==> src/rtl/fib_pkg.sv <==
// Shared types and constants for the Fibonacci term generator.
package fib_pkg;

  localparam int FIB_N_DEFAULT = 4;

  typedef enum logic [1:0] {
    IDLE = 2'd0,
    RUN  = 2'd1,
    DONE = 2'd2
  } fib_state_e;

endpackage

==> src/rtl/fib_gen.sv <==
// Fibonacci term generator: streams 0,1,1,2,... over a valid/ready port until
// the next term no longer fits in n bits, then parks in DONE until restarted.
module fib_gen
  import fib_pkg::*;
#(
  parameter int n = FIB_N_DEFAULT
) (
  input  logic         clk,
  input  logic         rst_n,
  input  logic         start,
  input  logic         ready,
  output logic         valid,
  output logic [n-1:0] fib,
  output logic [n-1:0] idx,
  output logic         done,
  output fib_state_e   state_dbg
);

  // Handshake: a term transfers on every rising edge where valid && ready.
  // While valid is high and ready is low, fib/idx are held stable.

  fib_state_e   state_q, state_d;
  logic [n:0]   b_q, b_d;
  logic [n-1:0] fib_d, idx_d;
  logic         valid_d, done_d;
  logic [n:0]   sum;

  localparam logic [n:0]   B_INIT  = {{n{1'b0}}, 1'b1};
  localparam logic [n-1:0] IDX_ONE = {{(n-1){1'b0}}, 1'b1};

  // n+1 bits wide so the first term that overflows n bits is still visible.
  assign sum = {1'b0, fib} + b_q;

  always_comb begin
    state_d = state_q;
    fib_d   = fib;
    idx_d   = idx;
    b_d     = b_q;
    valid_d = valid;
    done_d  = done;
    case (state_q)
      IDLE, DONE: begin
        if (start) begin
          state_d = RUN;
          fib_d   = '0;
          idx_d   = '0;
          b_d     = B_INIT;
          valid_d = 1'b1;
          done_d  = 1'b0;
        end
      end
      RUN: begin
        if (ready) begin
          if (b_q[n]) begin
            state_d = DONE;
            valid_d = 1'b0;
            done_d  = 1'b1;
          end else begin
            fib_d = b_q[n-1:0];
            b_d   = sum;
            idx_d = idx + IDX_ONE;
          end
        end
      end
      default: begin
        state_d = IDLE;
        valid_d = 1'b0;
        done_d  = 1'b0;
      end
    endcase
  end

  always_ff @(posedge clk or negedge rst_n) begin
    if (!rst_n) begin
      state_q <= IDLE;
      fib     <= '0;
      idx     <= '0;
      b_q     <= B_INIT;
      valid   <= 1'b0;
      done    <= 1'b0;
    end else begin
      state_q <= state_d;
      fib     <= fib_d;
      idx     <= idx_d;
      b_q     <= b_d;
      valid   <= valid_d;
      done    <= done_d;
    end
  end

  assign state_dbg = state_q;

endmodule

==> config.mk <==
export PLATFORM = sky130hd
export DESIGN_NAME = fib_gen
export DESIGN_NICKNAME = d
export VERILOG_FILES = /design/src/rtl/fib_pkg.sv /design/src/rtl/fib_gen.sv
export SDC_FILE = /design/constraint.sdc
export NUM_CORES = 1
export LEC_CHECK = 0
export CAP_MARGIN = 15
export CORE_MARGIN = 2
export CORE_UTILIZATION = 45
export DETAILED_ROUTE_END_ITERATION = 10
export PLACE_DENSITY = 0.76
export SLEW_MARGIN = 20
export SYNTH_ARGS = -nofsm -noshare
export SYNTH_HDL_FRONTEND = slang
export SYNTH_SLANG_ARGS = --single-unit
==> constraint.sdc <==
create_clock -name clk -period 1.4 [get_ports clk]
set_input_delay 0.14 -clock clk [delete_from_list [all_inputs] [get_ports clk]]
set_output_delay 0.14 -clock clk [all_outputs]
set_load 0.005 [all_outputs]
==> qor.yml, run 1 <==
syn_to_final_growth_pct: 39.4
violations: "setup timing"
slew-limit-headroom_pct: 74.9
hp-class: "in2async"
viasPerCell: 5.09
yosysSeqAreaShare_pct: 50.1
start_util_pct: 48.7
cts_buffers: 3
yosys_register_bits: 17
num-fill-cells: 146
multi_input_area_um2: 425
nets: 124
layout.cells.most_common: "dfrtp_1"
yosysTopAreaCell: "dfrtp_1"
final_antenna_net_count: 0
seqCellArea_um2: 427
drc: 0
finalHoldViolCount: 0
io_pins: 16
die_h_um: 47.5
period_share_pct: 109
numPortBuffers: 15
hpwlAfterDp_mm: 1.37
synthMuxAreaShare_pct: 1.32
wl_per_cell_um: 12.6
critical_path.max_fanout: 3
worst_pin_slew_ps: 375
synth_flop_cell: "dfrtp_1"
rows: 15
grt_setup_unrepaired: "yes"
start_kind: "register"
maxCapViolations: 0
ys_types: 26
peakVddDrop_uv: 1230
dr.pass1.iters: 2
drv_slew: 0
tns_ps: -223
grt_pass1_wl_mm: 2.95
clkTransAtPathRegs_ps: 100
avgSynthCellArea_um2: 10.4
synth_top_family_by_area: "simple AND/OR/NAND/NOR gates"
synth_compound_area_share_pct: 13.4
synth.top_cell.area_share_pct: 47.1
reg2reg_from: "b_q[0]"
worst_slack_ps: -124
fmax_mhz: 656
setup_viol: 4
n_antenna_cell: 0
fin_hold_ws_ps: 116
insertion_delay_ps: 290
cts_root_buffer: "clkbuf_4"
synth_edf_count: 0
p_per_area_nw_per_um2: 2050
grt_max_degree: 11
reg2reg_depth: 7
die_w_um: 47.5
grt_use_total_pct: 19.6
htree_levels: 1
drt_iter0_markers: 11
async_flop_share_pct: 100
met3_usage_pct: 3.40
overflow: 0
ctsHoldBuffers: 0
ys_warn_count: 0
synthCells: 82
layout_common_cells: "16 x dfrtp_1, 13 x nand2_1, 13 x clkdlybuf4s50_1, 12 x buf_4, 8 x o21ai_0"
critPathRequiredTime_ps: 1640
vias: 702
criticalPathCategory: "reg2reg"
rr_endpoint: "b_q[4]"
fin_worst_skew_ps: 7.68
met2_usage_pct: 29.5
drive_gt1_share_pct: 22.1
syn-cell-area_um2: 851
place.gp.congestion: 0.879
grt_pass1_vias: 679
period_minus_slack_ps: 1520
cts.path.max_buffers: 2
grt_busiest_layer: "met2"
synth-simple-area-share_pct: 18.2
antenna_found_initial: 0
cts_sinks: 17
r2r_slack_ps: -120
die_area_um2: 2250
status: "finished with violations"
leakagePower_nw: 0.567
synth-xor-area-share_pct: 4.12
synth_area_leaders: "dfrtp_1 47%, ha_1 7.4%, o21ai_0 7.1%"
synth_nets: 92
final_core_util_pct: 68.0
cp.arrival_ps: 1770
yosys.area_share.adder_pct: 9.71
tritoncts: "done"
critPathCaptureType: "register"
core_um2: 1750
routed_wirelength_mm: 1.74
grtUsageMet1_pct: 26.4
==> cells in the mapped netlist, drive strengths merged (2+ instances only) <==
cell and instances:
nand2 13, xor2 4, nand2b 2, inv 4, nand3b 2, and2b 2
dfrtp 16, nor2 5, a21oi 3, ha 5, o21ai 13
==> critical path, cell delays in order, from the launching register on <==
cell and delay (ps):
dfstp_2 570, ha_4 130, inv_2 30, fa_2 340
nor2b_1 120, o21ai_1 70, nand2b_1 60, a32o_1 140
==> routing by layer <==
metal  routed length (µm)  vias to the layer above
li1                     -                      347
met1                  836                      341
met2                  820                        9
met3                   37                        5
met4                   40                        0
met5                    0                        -
==> power breakdown <==
part | internal [mW] | switching (mW) | total, mW
logic | 0.754 | 0.576 | 1.33
registers | 0.688 | 0.157 | 0.845
clock network | 0.111 | 0.151 | 0.262
total | 1.55 | 0.884 | 2.44
==> worst max-delay path by stage <==
stage	start	to	slack, ps	depth (start not counted)
global route	b_q[0]	b_q[4]	-220	7
global placement	b_q[0]	b_q[4]	-100	7
finish	b_q[0]	b_q[4]	-120	7
floorplan	b_q[0]	b_q[4]	-80	7
CTS	b_q[0]	b_q[4]	-130	7
detailed placement	b_q[0]	b_q[4]	-140	7
==> metrics by stage <==
stage	instance area, µm²	setup slack (ps)	power, mW	instances
floorplan	866	-78.7	1.49	82
global placement	1120	-104	2.04	130
detailed placement	1120	-144	2.08	130
CTS	1160	-130	2.40	136
global route	1190	-220	2.68	138
finish	1190	-124	2.44	138
==> cell type report <==
class,count,share of cell area (%)
Sequential cell,17,36.0
Clock buffer,4,2.22
Timing Repair Buffer,28,22.0
Inverter,4,1.27
Tap cell,25,2.64
Multi-Input combinational cell,60,35.9
==> what timing repair did <==
action | CTS | global route
pin swaps | 2 | 3
endpoints found under the setup margin | 7 | 9
gates resized for setup | 4 | 4
setup buffers | 2 | 2
cloned | 0 | 0
==> registers in the layout (all words and copies together), names as in the netlist <==
name       flops
state_dbg      2
done           1
valid          1
b_q            5
fib            4
idx            4
==> kinds of logic (layout without fill, tap and decap cells) <==
family	after synthesis	in the layout
AOI/OAI and AO/OA	20	20
xor gates and xnor gates	4	4
adders and majority gates	6	6
buffers and inverters	5	36
DFF	17	17
muxes	1	1
and+or+nand+nor	29	29
(Power assumes the default switching activity.)
==> inputs of run 2 (changes only) <==
--- a/config.mk
+++ b/config.mk
@@ -6,10 +6,12 @@
 export NUM_CORES = 1
 export LEC_CHECK = 0
 export CAP_MARGIN = 15
+export CELL_PAD_IN_SITES_DETAIL_PLACEMENT = 1
+export CELL_PAD_IN_SITES_GLOBAL_PLACEMENT = 1
 export CORE_MARGIN = 2
-export CORE_UTILIZATION = 45
+export CORE_UTILIZATION = 34
 export DETAILED_ROUTE_END_ITERATION = 10
-export PLACE_DENSITY = 0.76
+export PLACE_DENSITY = 0.75
 export SLEW_MARGIN = 20
 export SYNTH_ARGS = -nofsm -noshare
 export SYNTH_HDL_FRONTEND = slang
==> run 2 against run 1 <==
  * The run still ends with setup timing left
  * Power increased by 7.3%
  * Clock-buffer cell count down 1
  * Die area rose by 29%
  * Via count is 5.1% higher
  * Critical path type unchanged
  * Largest power group unchanged
  * Maximum frequency fell by 1.8%
  * Routed wire length increased by 20%
==> qor.yml, run 2 (synthesis gave the netlist of run 1 again) <==
status: "finished with violations"  # unchanged
violations: "setup timing"  # unchanged
slew-limit-headroom_pct: 73.2  # was 74.9%
nets: 129  # was 124
core_um2: 2430  # was 1750 µm²
hpwlAfterDp_mm: 1.50  # was 1.37 mm
top_register: "b_q"  # unchanged
dr.pass1.iters: 3  # was 2
hp-class: "in2async"  # unchanged
grt_pass1_vias: 733  # was 679
clkTransAtPathRegs_ps: 100  # about the same
maxCapViolations: 0  # unchanged
cts.path.max_buffers: 2  # unchanged
critPathSlowestCell: "dfstp_2"  # unchanged
start_kind: "register"  # unchanged
fin_cells: 148  # was 138
ctsHoldBuffers: 0  # unchanged
layout_common_cells: "16 x dfrtp_1, 16 x buf_4, 13 x nand2_1, 11 x clkdlybuf4s50_1, 8 x o21ai_0"  # was 16 x dfrtp_1, 13 x nand2_1, 13 x clkdlybuf4s50_1, 12 x buf_4, 8 x o21ai_0
cts_root_buffer: "clkbuf_4"  # unchanged
cts_buffers: 3  # unchanged
finish.instance_area_um2: 1250  # was 1190 µm²
htree_levels: 1  # unchanged
rows: 18  # was 15
period_minus_slack_ps: 1550  # was 1520 ps
drive_gt1_share_pct: 29.7  # was 22.1%
dp.cells: 137  # was 130
worst_pin_slew_ps: 401  # was 375 ps
wl_per_cell_um: 14.1  # was 12.6 µm
cts_sinks: 17  # unchanged
tns_ps: -382  # was -223 ps
numPortBuffers: 15  # unchanged
grt_pass1_wl_mm: 3.30  # was 2.95 mm
power_frac_comb_pct: 57.5  # was 54.6%
internal_power_mw: 1.63  # was 1.55 mW
drv_slew: 0  # unchanged
fin_worst_skew_ps: 2.65  # was 7.68 ps
peakVddDrop_uv: 990  # was 1230 µV
top_layer_used: "met4"  # unchanged
cp.arrival_ps: 1800  # was 1770 ps
grt_use_total_pct: 16.6  # was 19.6%
finalHoldViolCount: 0  # unchanged
final_antenna_net_count: 0  # unchanged
drt_iter0_markers: 3  # was 11
multi_input_area_um2: 444  # was 425 µm²
grt_setup_unrepaired: "yes"  # unchanged
start_util_pct: 35.0  # was 48.7%
worst_slack_ps: -153  # was -124 ps
die_w_um: 54.0  # was 47.5 µm
placed_area_um2: 1120  # about the same
path_cells: "ha_4 -> inv_2 -> fa_2 -> nor2b_4 -> o21ai_2 -> nand2b_1 -> a32o_1"  # was ha_4 -> inv_2 -> fa_2 -> nor2b_1 -> o21ai_1 -> nand2b_1 -> a32o_1
tritoncts: "done"  # unchanged
critPathRequiredTime_ps: 1650  # was 1640 ps
setup_viol: 5  # was 4
seqCellArea_um2: 427  # unchanged
overflow: 0  # unchanged
insertion_delay_ps: 300  # was 290 ps
p_seq_share_pct: 32.0  # was 34.7%
reg.largest.list: "b_q x5, fib x4, idx x4"  # unchanged
syn_to_final_growth_pct: 46.5  # was 39.4%
place_ws_ps: -177  # was -144 ps
viasPerCell: 4.99  # was 5.09
die_h_um: 54.0  # was 47.5 µm
vias: 738  # was 702
largest_reg_flops: 5  # unchanged
clkPwrFrac_pct: 10.6  # was 10.8%
critPathCaptureType: "register"  # unchanged
place.gp.congestion: 0.752  # was 0.879
wl_met1_um: 937  # was 836 µm
antenna_found_initial: 0  # unchanged
period_share_pct: 111  # was 109%
n_antenna_cell: 0  # unchanged
swShare_pct: 37.7  # was 36.3%
total_power_mw: 2.61  # was 2.44 mW
drc: 0  # unchanged
grt_max_degree: 11  # unchanged
fin_hold_ws_ps: 118  # was 116 ps
num-fill-cells: 283  # was 146
fmax_mhz: 644  # was 656 MHz
dr_wl_met2_mm: 1.05  # was 820 µm
final_core_util_pct: 51.2  # was 68.0%
die_area_um2: 2920  # was 2250 µm²
p_per_area_nw_per_um2: 2100  # was 2050 nW/µm²
route.met3.wl_um: 50  # was 37 µm
io_pins: 16  # unchanged
routed_wirelength_mm: 2.09  # was 1.74 mm
p_sw_mw: 0.984  # was 0.884 mW
cpPeakStageDelay_ps: 570  # about the same
critical_path.max_fanout: 2  # was 3
leakagePower_nw: 0.606  # was 0.567 nW
criticalPathCategory: "reg2reg"  # unchanged
==> run 2: per-layer routing <==
layer  track usage, %  up-vias
met5                0        -
met4             8.75        0
met3             3.33        6
met2             27.0       13
met1             20.7      365
li1                 -      354
==> run 2: power by group through the flow <==
stage                     Combinational (mW)  Sequential, mW  Clock, mW
after floorplan                        0.624           0.868          0
after global placement                  1.17           0.856          0
after detailed placement                1.23           0.868          0
after CTS                               1.28           0.849      0.288
after global routing                    1.69           0.861      0.313
final                                   1.50           0.836      0.276
==> run 2: area by class of cell <==
cell class	instances	share of cell area [%]
sequential	17	34.2
timing repair buffer	33	23.7
tap	30	3.01
multi-input combinational	60	35.6
inverter	4	1.20
clock inverter	1	0.402
clock buffer	3	1.81
==> run 2: final timing paths <==
check,start,to,slack [ps],cells after the start
worst max-delay path,b_q[0],b_q[4],-150,7
worst min-delay path,rst_n,fib[1],120,1
worst max register to register,b_q[0],b_q[4],-150,7
worst min register to register,b_q[3],b_q[3],530,2
max in group asynchronous,rst_n,idx[2],800,2
min in group clk,b_q[3],b_q[3],530,2
==> run 2: repair_timing <==
action / CTS / global route
buffers inserted: 2 / 5
gates cloned: 0 / 0
pin swaps: 7 / 2
resized for setup: 6 / 10
setup endpoints to repair: 9 / 11
==> run 2: critical path: cells and delay by family (launching register included) <==
kind            cells  cell delay (ps)
flops               1              570
fa+ha+maj           2              490
simple gates        2              200
compound gates      2              200
buf+inv             1               30
==> inputs of run 3 (changes only) <==
--- a/config.mk
+++ b/config.mk
@@ -6,12 +6,10 @@
 export NUM_CORES = 1
 export LEC_CHECK = 0
 export CAP_MARGIN = 15
-export CELL_PAD_IN_SITES_DETAIL_PLACEMENT = 1
-export CELL_PAD_IN_SITES_GLOBAL_PLACEMENT = 1
 export CORE_MARGIN = 2
-export CORE_UTILIZATION = 34
+export CORE_UTILIZATION = 45
 export DETAILED_ROUTE_END_ITERATION = 10
-export PLACE_DENSITY = 0.75
+export PLACE_DENSITY = 0.76
 export SLEW_MARGIN = 20
 export SYNTH_ARGS = -nofsm -noshare
 export SYNTH_HDL_FRONTEND = slang
==> results of run 3 <==
The final DEF is identical to that of run 1; final timing and power are the same.
